File: src/rtl/mult_pkg.sv
// Shared types and constants for the sequential 16x16 multiplier.
package mult_pkg;
  localparam int WIDTH = 16;
  localparam logic [3:0] ITER_LAST = 4'd15;

  typedef enum logic [1:0] {
    IDLE = 2'd0,
    RUN  = 2'd1,
    DONE = 2'd2
  } state_t;
endpackage

File: src/rtl/mult_16b_seq_adder.sv
// 16-bit ripple-carry adder used as the multiplier's partial-sum datapath.
module mult_16b_seq_adder
  import mult_pkg::*;
(
  input  logic [WIDTH-1:0] i_a,
  input  logic [WIDTH-1:0] i_b,
  input  logic             i_cin,
  output logic [WIDTH-1:0] o_sum,
  output logic             o_cout
);
  logic [WIDTH:0] w_c;

  assign w_c[0] = i_cin;

  for (genvar i = 0; i < WIDTH; i++) begin : g_fa
    assign o_sum[i]  = i_a[i] ^ i_b[i] ^ w_c[i];
    assign w_c[i+1] = (i_a[i] & i_b[i]) |
                      (w_c[i] & (i_a[i] ^ i_b[i]));
  end

  assign o_cout = w_c[WIDTH];
endmodule

File: src/rtl/mult_16b_seq.sv
// Sequential 16x16 unsigned shift-and-add multiplier, 17 cycles per product.
module mult_16b_seq
  import mult_pkg::*;
(
  input  logic                 clk,
  input  logic                 rst,
  input  logic                 start,
  input  logic [WIDTH-1:0]     a,
  input  logic [WIDTH-1:0]     b,
  output logic                 busy,
  output logic                 done,
  output logic [2*WIDTH-1:0]   product
);
  state_t               r_state, w_state_nxt;
  logic [WIDTH-1:0]     r_mcand, w_mcand_nxt;
  logic [2*WIDTH-1:0]   r_acc, w_acc_nxt;
  logic [3:0]           r_count, w_count_nxt;
  logic [2*WIDTH-1:0]   r_product, w_product_nxt;

  logic [WIDTH-1:0]     w_addend;
  logic [WIDTH-1:0]     w_sum;
  logic                 w_cout;
  logic [2*WIDTH-1:0]   w_shifted;

  assign w_addend = r_acc[0] ? r_mcand : '0;

  mult_16b_seq_adder u_adder (
    .i_a    (r_acc[2*WIDTH-1:WIDTH]),
    .i_b    (w_addend),
    .i_cin  (1'b0),
    .o_sum  (w_sum),
    .o_cout (w_cout)
  );

  // Carry-out becomes the new MSB so no partial-sum bit is lost.
  assign w_shifted = {w_cout, w_sum, r_acc[WIDTH-1:1]};

  always_comb begin
    w_state_nxt   = r_state;
    w_mcand_nxt   = r_mcand;
    w_acc_nxt     = r_acc;
    w_count_nxt   = r_count;
    w_product_nxt = r_product;
    unique case (r_state)
      IDLE, DONE: begin
        if (start) begin
          w_mcand_nxt = a;
          w_acc_nxt   = {{WIDTH{1'b0}}, b};
          w_count_nxt = 4'd0;
          w_state_nxt = RUN;
        end else begin
          w_state_nxt = IDLE;
        end
      end
      RUN: begin
        w_acc_nxt   = w_shifted;
        w_count_nxt = r_count + 4'd1;
        if (r_count == ITER_LAST) begin
          w_product_nxt = w_shifted;
          w_state_nxt   = DONE;
        end
      end
      default: w_state_nxt = IDLE;
    endcase
  end

  always_ff @(posedge clk or posedge rst) begin
    if (rst) begin
      r_state   <= IDLE;
      r_mcand   <= '0;
      r_acc     <= '0;
      r_count   <= 4'd0;
      r_product <= '0;
    end else begin
      r_state   <= w_state_nxt;
      r_mcand   <= w_mcand_nxt;
      r_acc     <= w_acc_nxt;
      r_count   <= w_count_nxt;
      r_product <= w_product_nxt;
    end
  end

  assign busy    = (r_state == RUN);
  assign done    = (r_state == DONE);
  assign product = r_product;
endmodule
File: config.mk
export PLATFORM = sky130hd
export DESIGN_NAME = mult_16b_seq
export DESIGN_NICKNAME = d
export VERILOG_FILES = /design/src/rtl/mult_pkg.sv /design/src/rtl/mult_16b_seq_adder.sv /design/src/rtl/mult_16b_seq.sv
export SDC_FILE = /design/constraint.sdc
export NUM_CORES = 1
export LEC_CHECK = 0
export CORE_MARGIN = 3
export CORE_UTILIZATION = 36
export CTS_BUF_LIST = sky130_fd_sc_hd__clkbuf_2
export CTS_CLUSTER_SIZE = 24
export DETAILED_ROUTE_END_ITERATION = 12
export PLACE_DENSITY_LB_ADDON = 0.08
export SYNTH_ARGS = -nofsm -noshare
export SYNTH_HDL_FRONTEND = slang
export SYNTH_SLANG_ARGS = --single-unit
File: constraint.sdc
create_clock -name clk -period 12.4 [get_ports clk]
set_input_delay 1.24 -clock clk [delete_from_list [all_inputs] [get_ports clk]]
set_output_delay 1.24 -clock clk [all_outputs]
set_load 0.005 [all_outputs]
## Word level (Yosys, flattened, before mapping)

Index checks and enable logic that the tools add are counted.

| storage, ports and cells | value |
|---|---|
| bits of input ports | 35 |
| register bits | 86 |
| word-level logic and storage cells | 102 |
| output and inout port bits | 34 |

| cells by class | value |
|---|---|
| add/subtract/negate cells | 1 |
| mux-type cells | 8 |
| equality and inequality tests | 5 |
| bitwise operators | 77 |
| reductions and logical operators | 6 |

Operators by type and width:

| kind | number |
|---|---|
| 32-bit case mux with 2 select lines | 1 |
| 32-bit 2-to-1 mux | 1 |
| 1-bit bitwise AND | 31 |
| 1-bit XOR | 31 |
| 16-bit 2-to-1 mux | 1 |
| 1-bit OR | 15 |
| 4-bit case mux with 2 select lines | 1 |
| 2-bit AND reduction | 3 |
| 4-bit by 1-bit adder with 4-bit output, second input constant | 1 |
| 4-bit == test, second input constant | 1 |
| 4-bit 2-to-1 mux | 1 |
| 2-bit case mux with 2 select lines | 1 |
| 2-bit by 1-bit == test with 1-bit output, second input constant | 1 |
| 2-bit == test, second input constant | 1 |
| 2-bit logical NOT | 1 |
| 2-bit 2-to-1 mux | 1 |
| 2-bit by 1-bit != test with 1-bit output, second input constant | 1 |
| 2-bit != test, second input constant | 1 |
| 2-bit nonzero test | 1 |
| 2-bit OR reduction | 1 |
| 1-bit 2-to-1 mux | 1 |

## Longest topological paths before layout

| logic depth | value |
|---|---|
| word-level depth | 33 |
| gate-level depth with buffers | 23 |

## By module

From an unflattened synthesis, not the netlist that was laid out.

| second synthesis, totals | value |
|---|---|
| cells, all modules | 260 |
| area, all modules | 3,932.5 um^2 |

Modules (own cells, without submodules):

| module | times used | area each (um^2) | cells each |
|---|---|---|---|
| mult_16b_seq | 1 | 3,574.7 | 234 |
| mult_16b_seq_adder | 1 | 357.8 | 26 |

## Least setup slack after synthesis

OpenSTA, ideal clock, no wires.

| timing | value |
|---|---|
| path kind | register -> register |
| start point | register r_acc[0] |
| end point | register r_product[30] (netlist: product[30]) |
| stages on the path, launching flop included | 23 |
| data arrival time | 6.153 ns |
| data required time | 12.275 ns |
| clock period less this slack | 6.278 ns |
| library setup time | 0.125 ns |
| path buffers | 1 |
| setup slack | 6.122 ns |
| cells stage by stage | dfrtp_1 > clkbuf_1 > nand2_1 > fa_1 > fa_1 > fa_1 > fa_1 > fa_1 > fa_1 > fa_1 > inv_1 > fa_1 > fa_1 > inv_1 > fa_1 > inv_1 > fa_1 > inv_1 > fa_1 > fa_1 > fa_1 > fa_1 > o21ai_1 |

| between the ends | value |
|---|---|
| word-level cells in the longest chain between the ends | 31 |
| elaborated cells on any way between the ends | 60 |

RTL lines:

| what | line | source |
|---|---|---|
| from (decl) | mult_16b_seq.sv:16 | `logic [2*WIDTH-1:0] r_acc, w_acc_nxt;` |
| from (signal assigned) | mult_16b_seq.sv:77 | `r_acc <= w_acc_nxt;` |
| 16-bit 2-to-1 mux * | mult_16b_seq.sv:25 | `assign w_addend = r_acc[0] ? r_mcand : '0;` |
| 1-bit bitwise AND or 1-bit XOR (tied branches) | mult_16b_seq_adder.sv:17, mult_16b_seq_adder.sv:18 |  |
| 1-bit bitwise AND | mult_16b_seq_adder.sv:18 | `(w_c[i] & (i_a[i] ^ i_b[i]));` |
| 1-bit OR | mult_16b_seq_adder.sv:17 | `assign w_c[i+1] = (i_a[i] & i_b[i]) \|` |
| 1-bit bitwise AND | mult_16b_seq_adder.sv:18 |  |
| 1-bit OR | mult_16b_seq_adder.sv:17 |  |
| 1-bit bitwise AND | mult_16b_seq_adder.sv:18 |  |
| 1-bit OR | mult_16b_seq_adder.sv:17 |  |
| [15 not listed] | - |  |
| 1-bit OR | mult_16b_seq_adder.sv:17 |  |
| 1-bit bitwise AND | mult_16b_seq_adder.sv:18 |  |
| 1-bit OR | mult_16b_seq_adder.sv:17 |  |
| 1-bit bitwise AND | mult_16b_seq_adder.sv:18 |  |
| 1-bit OR | mult_16b_seq_adder.sv:17 |  |
| 1-bit bitwise AND | mult_16b_seq_adder.sv:18 |  |
| 1-bit OR | mult_16b_seq_adder.sv:17 |  |
| 1-bit XOR * | mult_16b_seq_adder.sv:16 | `assign o_sum[i] = i_a[i] ^ i_b[i] ^ w_c[i];` |
| to (signal assigned) | mult_16b_seq.sv:79 | `r_product <= w_product_nxt;` |
| to (decl) | mult_16b_seq.sv:18 | `logic [2*WIDTH-1:0] r_product, w_product_nxt;` |

Mark *: on every way between the ends. The rest lies on a longest branch, timed or not.
A chain may end at the register's enable or synchronous reset.

## Worst setup path after layout

Same ends and word-level chain as after synthesis.

==> key figures <==
Power and ir drop
  • Worst-case vdd ir drop: between 100 and 150 uV
  • Power per cell area: approximately 260 nW/um^2
  • LEAKAGE: around 0.0022 uW
  • Total power: about 1200 uW

Floorplan
  • Starting density of the core: a little under two fifths
  • Die Ht: approximately 110 um
  • Die Wd: around 110 um
  • Cell Rows: 37
  • Die ar.: between 10000 and 15000 sq um
  • Top Ports: between 60 and 70
  • Core Box Area: between 10000 and 15000 sq um

Detailed routing
  • Initial DRC count: around 110
  • WL/cell: ~16 um
  • First-pass detailed-route iteration total: 4
  • Vias: roughly 2400
  • Vias per cell: between 4 and 5
  • Routed WL: between 7000 and 8000 um
  • DR DRC count: 0
  • Detail Route Antenna Nets: 0

Finish
  • Syn-to-layout area delta: 23.9%
  • Share of cells above drive strength 1: 16.9%
  • Fill cells: between 900 and 1000
  • NumNets Final: slightly below 400
  • Commonest cells after routing, fill and taps aside: dfrtp_1 (86), clkdlybuf4s50_1 (68), mux2_2 (22)
  • Ant diodes: 0
  • Area occupied by multi-input gates: approximately 1500 sq um
  • Storage cell area: around 2200 sq um
  • Commonest non-fill, non-tap cell in the layout: dfrtp_1
  • Final Non-Filler Cells: between 400 and 500

Clock network
  • Clk_lat worst skew: about 0.50 ns
  • TritonCTS clock tree: done
  • H-Tree Level Count: 3
  • Clock transition at path regs: 0.22 ns
  • Root Buffer: clkbuf_2
  • CTS max path bufs: 2
  • Cts bufs inserted: 9
  • CTS sink count: 86
  • Cts hold-fix bufs: 0
  • Post-CTS Setup Inserts: 0
  • Quantity of gates resized following cts: 0

Place
  • Dpl hpwl: approximately 4900 um
  • Placed cells: 470
  • Gpl congestion: slightly above 0.7
  • Input/output buffers: 68

STA
  • Tightest Pin Transition: ~1.1 ns
  • Max-slew violation count: 0
  • Final Hold Viols: 0
  • Period Utilization, post-route: a little over half
  • Setup violators final: 0
  • Min Clock Period, post-route: 6.79 ns
  • Setup_tns: 0 ns
  • Fmax: about 150 MHz
  • Post-route clock skew: ~0.014 ns
  • RSZ-0062 raised after global routing: false
  • Worst hold margin: 0.517 ns
  • Slew HR: between 20% and 30%

Synth
  • Syn_area_per_cell: between 10 and 15 sq um
  • Cell taking the most area after synthesis: dfrtp_1
  • Syn. warnings: 0
  • Synth Cell Area: 3840 sq um
  • Cell count after synthesis: 281
  • Synthesis-stage register bit count: 86
  • Cells taking the most area after synthesis: dfrtp_1 (56%), fa_1 (7.8%), mux2_2 (6.4%), mux2_4 (6.2%), a22o_1 (4.6%)
  • Fraction of the yosys area taken by sequential cells: a little under three fifths
  • Yosys cell types: 26
  • Area share of the largest cell type after synthesis: a little under three fifths
  • Syn_nets: about 330

Setup path
  • Critical-path top delay cell: dfrtp_1
  • Worst Path Max Fanout: 17
  • Crit path to: product[30]
  • Crit path from: r_acc[0]
  • Reg2Reg Setup Slack: ~5.6 ns
  • FF-to-FF path depth: 23
  • Reg2reg start: r_acc[0]
  • Req. time, crit path: 12.80 ns
  • Critical Path, Cell by Cell: and2_1, ha_1, inv_1, fa_1, fa_1, fa_1, fa_1, fa_1, fa_1, fa_1, inv_1, fa_1, fa_1, inv_1, fa_1, inv_1, fa_1, inv_1, fa_1, fa_1, fa_1, fa_1, o21ai_1
  • Arr. time, crit path: 7.19 ns
  • Worst reg2reg path endpoint: product[30]
  • Crit Path Category: reg2reg
  • Crit path largest cell delay: around 0.73 ns
  • Kind of end point of the critical path: flop
  • Most frequent CP cell: fa_1
  • CP startpoint kind: flop

Global routing
  • Antenna violations before repair: 0
  • Largest net degree at the start of global routing: 87
  • First-pass GRT wire length: 12900 um
  • GRT Total Usage: roughly 14%
  • GR Overflow Total: 0
  • Number of global-route vias before repair: between 2000 and 2500

Flow run
  • Max-cap violations: 0

Hold path
  • HP Class: reg2reg

Outcome
  • Status: finished clean
## logic make-up after synthesis
group           after synthesis  share of synthesized area (%)
fa+ha+maj                    17                           8.46
mux                          39                           13.0
flops                        86                           56.0
buf+inv                      38                           4.95
simple gates                 25                           3.45
compound gates               76                           14.2
## flip-flops by register name (all words and copies together), names as in the netlist
name,cells
product,32
r_acc,32
r_count,4
r_mcand,16
r_state,2
## layer usage
metal / wire length [um] / share of wire, % / GRT usage (%)
met1: 3620 / 46 / 19.3
met2: 3640 / 47 / 22.0
met3: 427 / 5.5 / 3.52
met4: 95 / 1.2 / 4.81
met5: 0 / 0 / 0
## cell usage after synthesis
cell type,n
o21ai_0,16
o2bb2ai_1,13
ha_1,2
inv_6,1
clkbuf_1,5
inv_1,20
nand3_1,1
nand2_1,13
nor2_1,1
nand2b_1,1
buf_4,1
a21o_1,17
nor2_4,1
mux2_2,22
buf_6,4
mux2i_1,1
o21ai_1,10
nor2b_1,2
a22o_1,20
nand4_1,1
nand2b_4,1
fa_1,15
mux2_4,16
dfrtp_1,86
buf_2,7
and2_1,4
## worst min-delay path by stage
| stage | start | end | cells after the start |
|---|---|---|---|
| 2_1_floorplan | r_acc[17] | r_acc[17] | 1 |
| 3_3_place_gp | r_acc[31] | r_acc[31] | 1 |
| 3_5_place_dp | r_acc[28] | r_acc[28] | 1 |
| 4_1_cts | r_count[2] | r_count[2] | 1 |
| 5_1_grt | r_acc[17] | r_acc[17] | 1 |
| 6_report | r_count[2] | r_count[2] | 1 |
## power by group
group          total [uW]  switching [uW]  internal (uW)
registers             504            88.4            415
clock network         176            90.3           85.8
logic                 536             229            307
total                1220             408            808
## layout make-up
type / count / area share (%)
Clock inverter: 5 / 2.08
Clock buffer: 10 / 1.05
Tap cell: 136 / 3.57
Multi-Input combinational cell: 157 / 31.7
Inverter: 21 / 1.79
Sequential cell: 86 / 45.2
Timing Repair Buffer: 70 / 14.6
## critical path: cells and delay by family, from the launching register on
family,cells,cell delay (ns)
flops,1,0.73
simple gates,1,0.21
fa+ha+maj,16,5.41
buf+inv,5,0.30
compound gates,1,0.08
## stage by stage
stage / worst slack (ns) / instance area (sq um) / utilization, %
global placement: 5.71 / 4610 / 44.5
detailed placement: 5.56 / 4610 / 44.5
floorplan: 6.12 / 3840 / -
finish: 5.61 / 4760 / 45.9
CTS: 5.55 / 4760 / 45.9
global route: 5.31 / 4760 / 45.9
No activity file was read; power rests on OpenSTA's default activity.
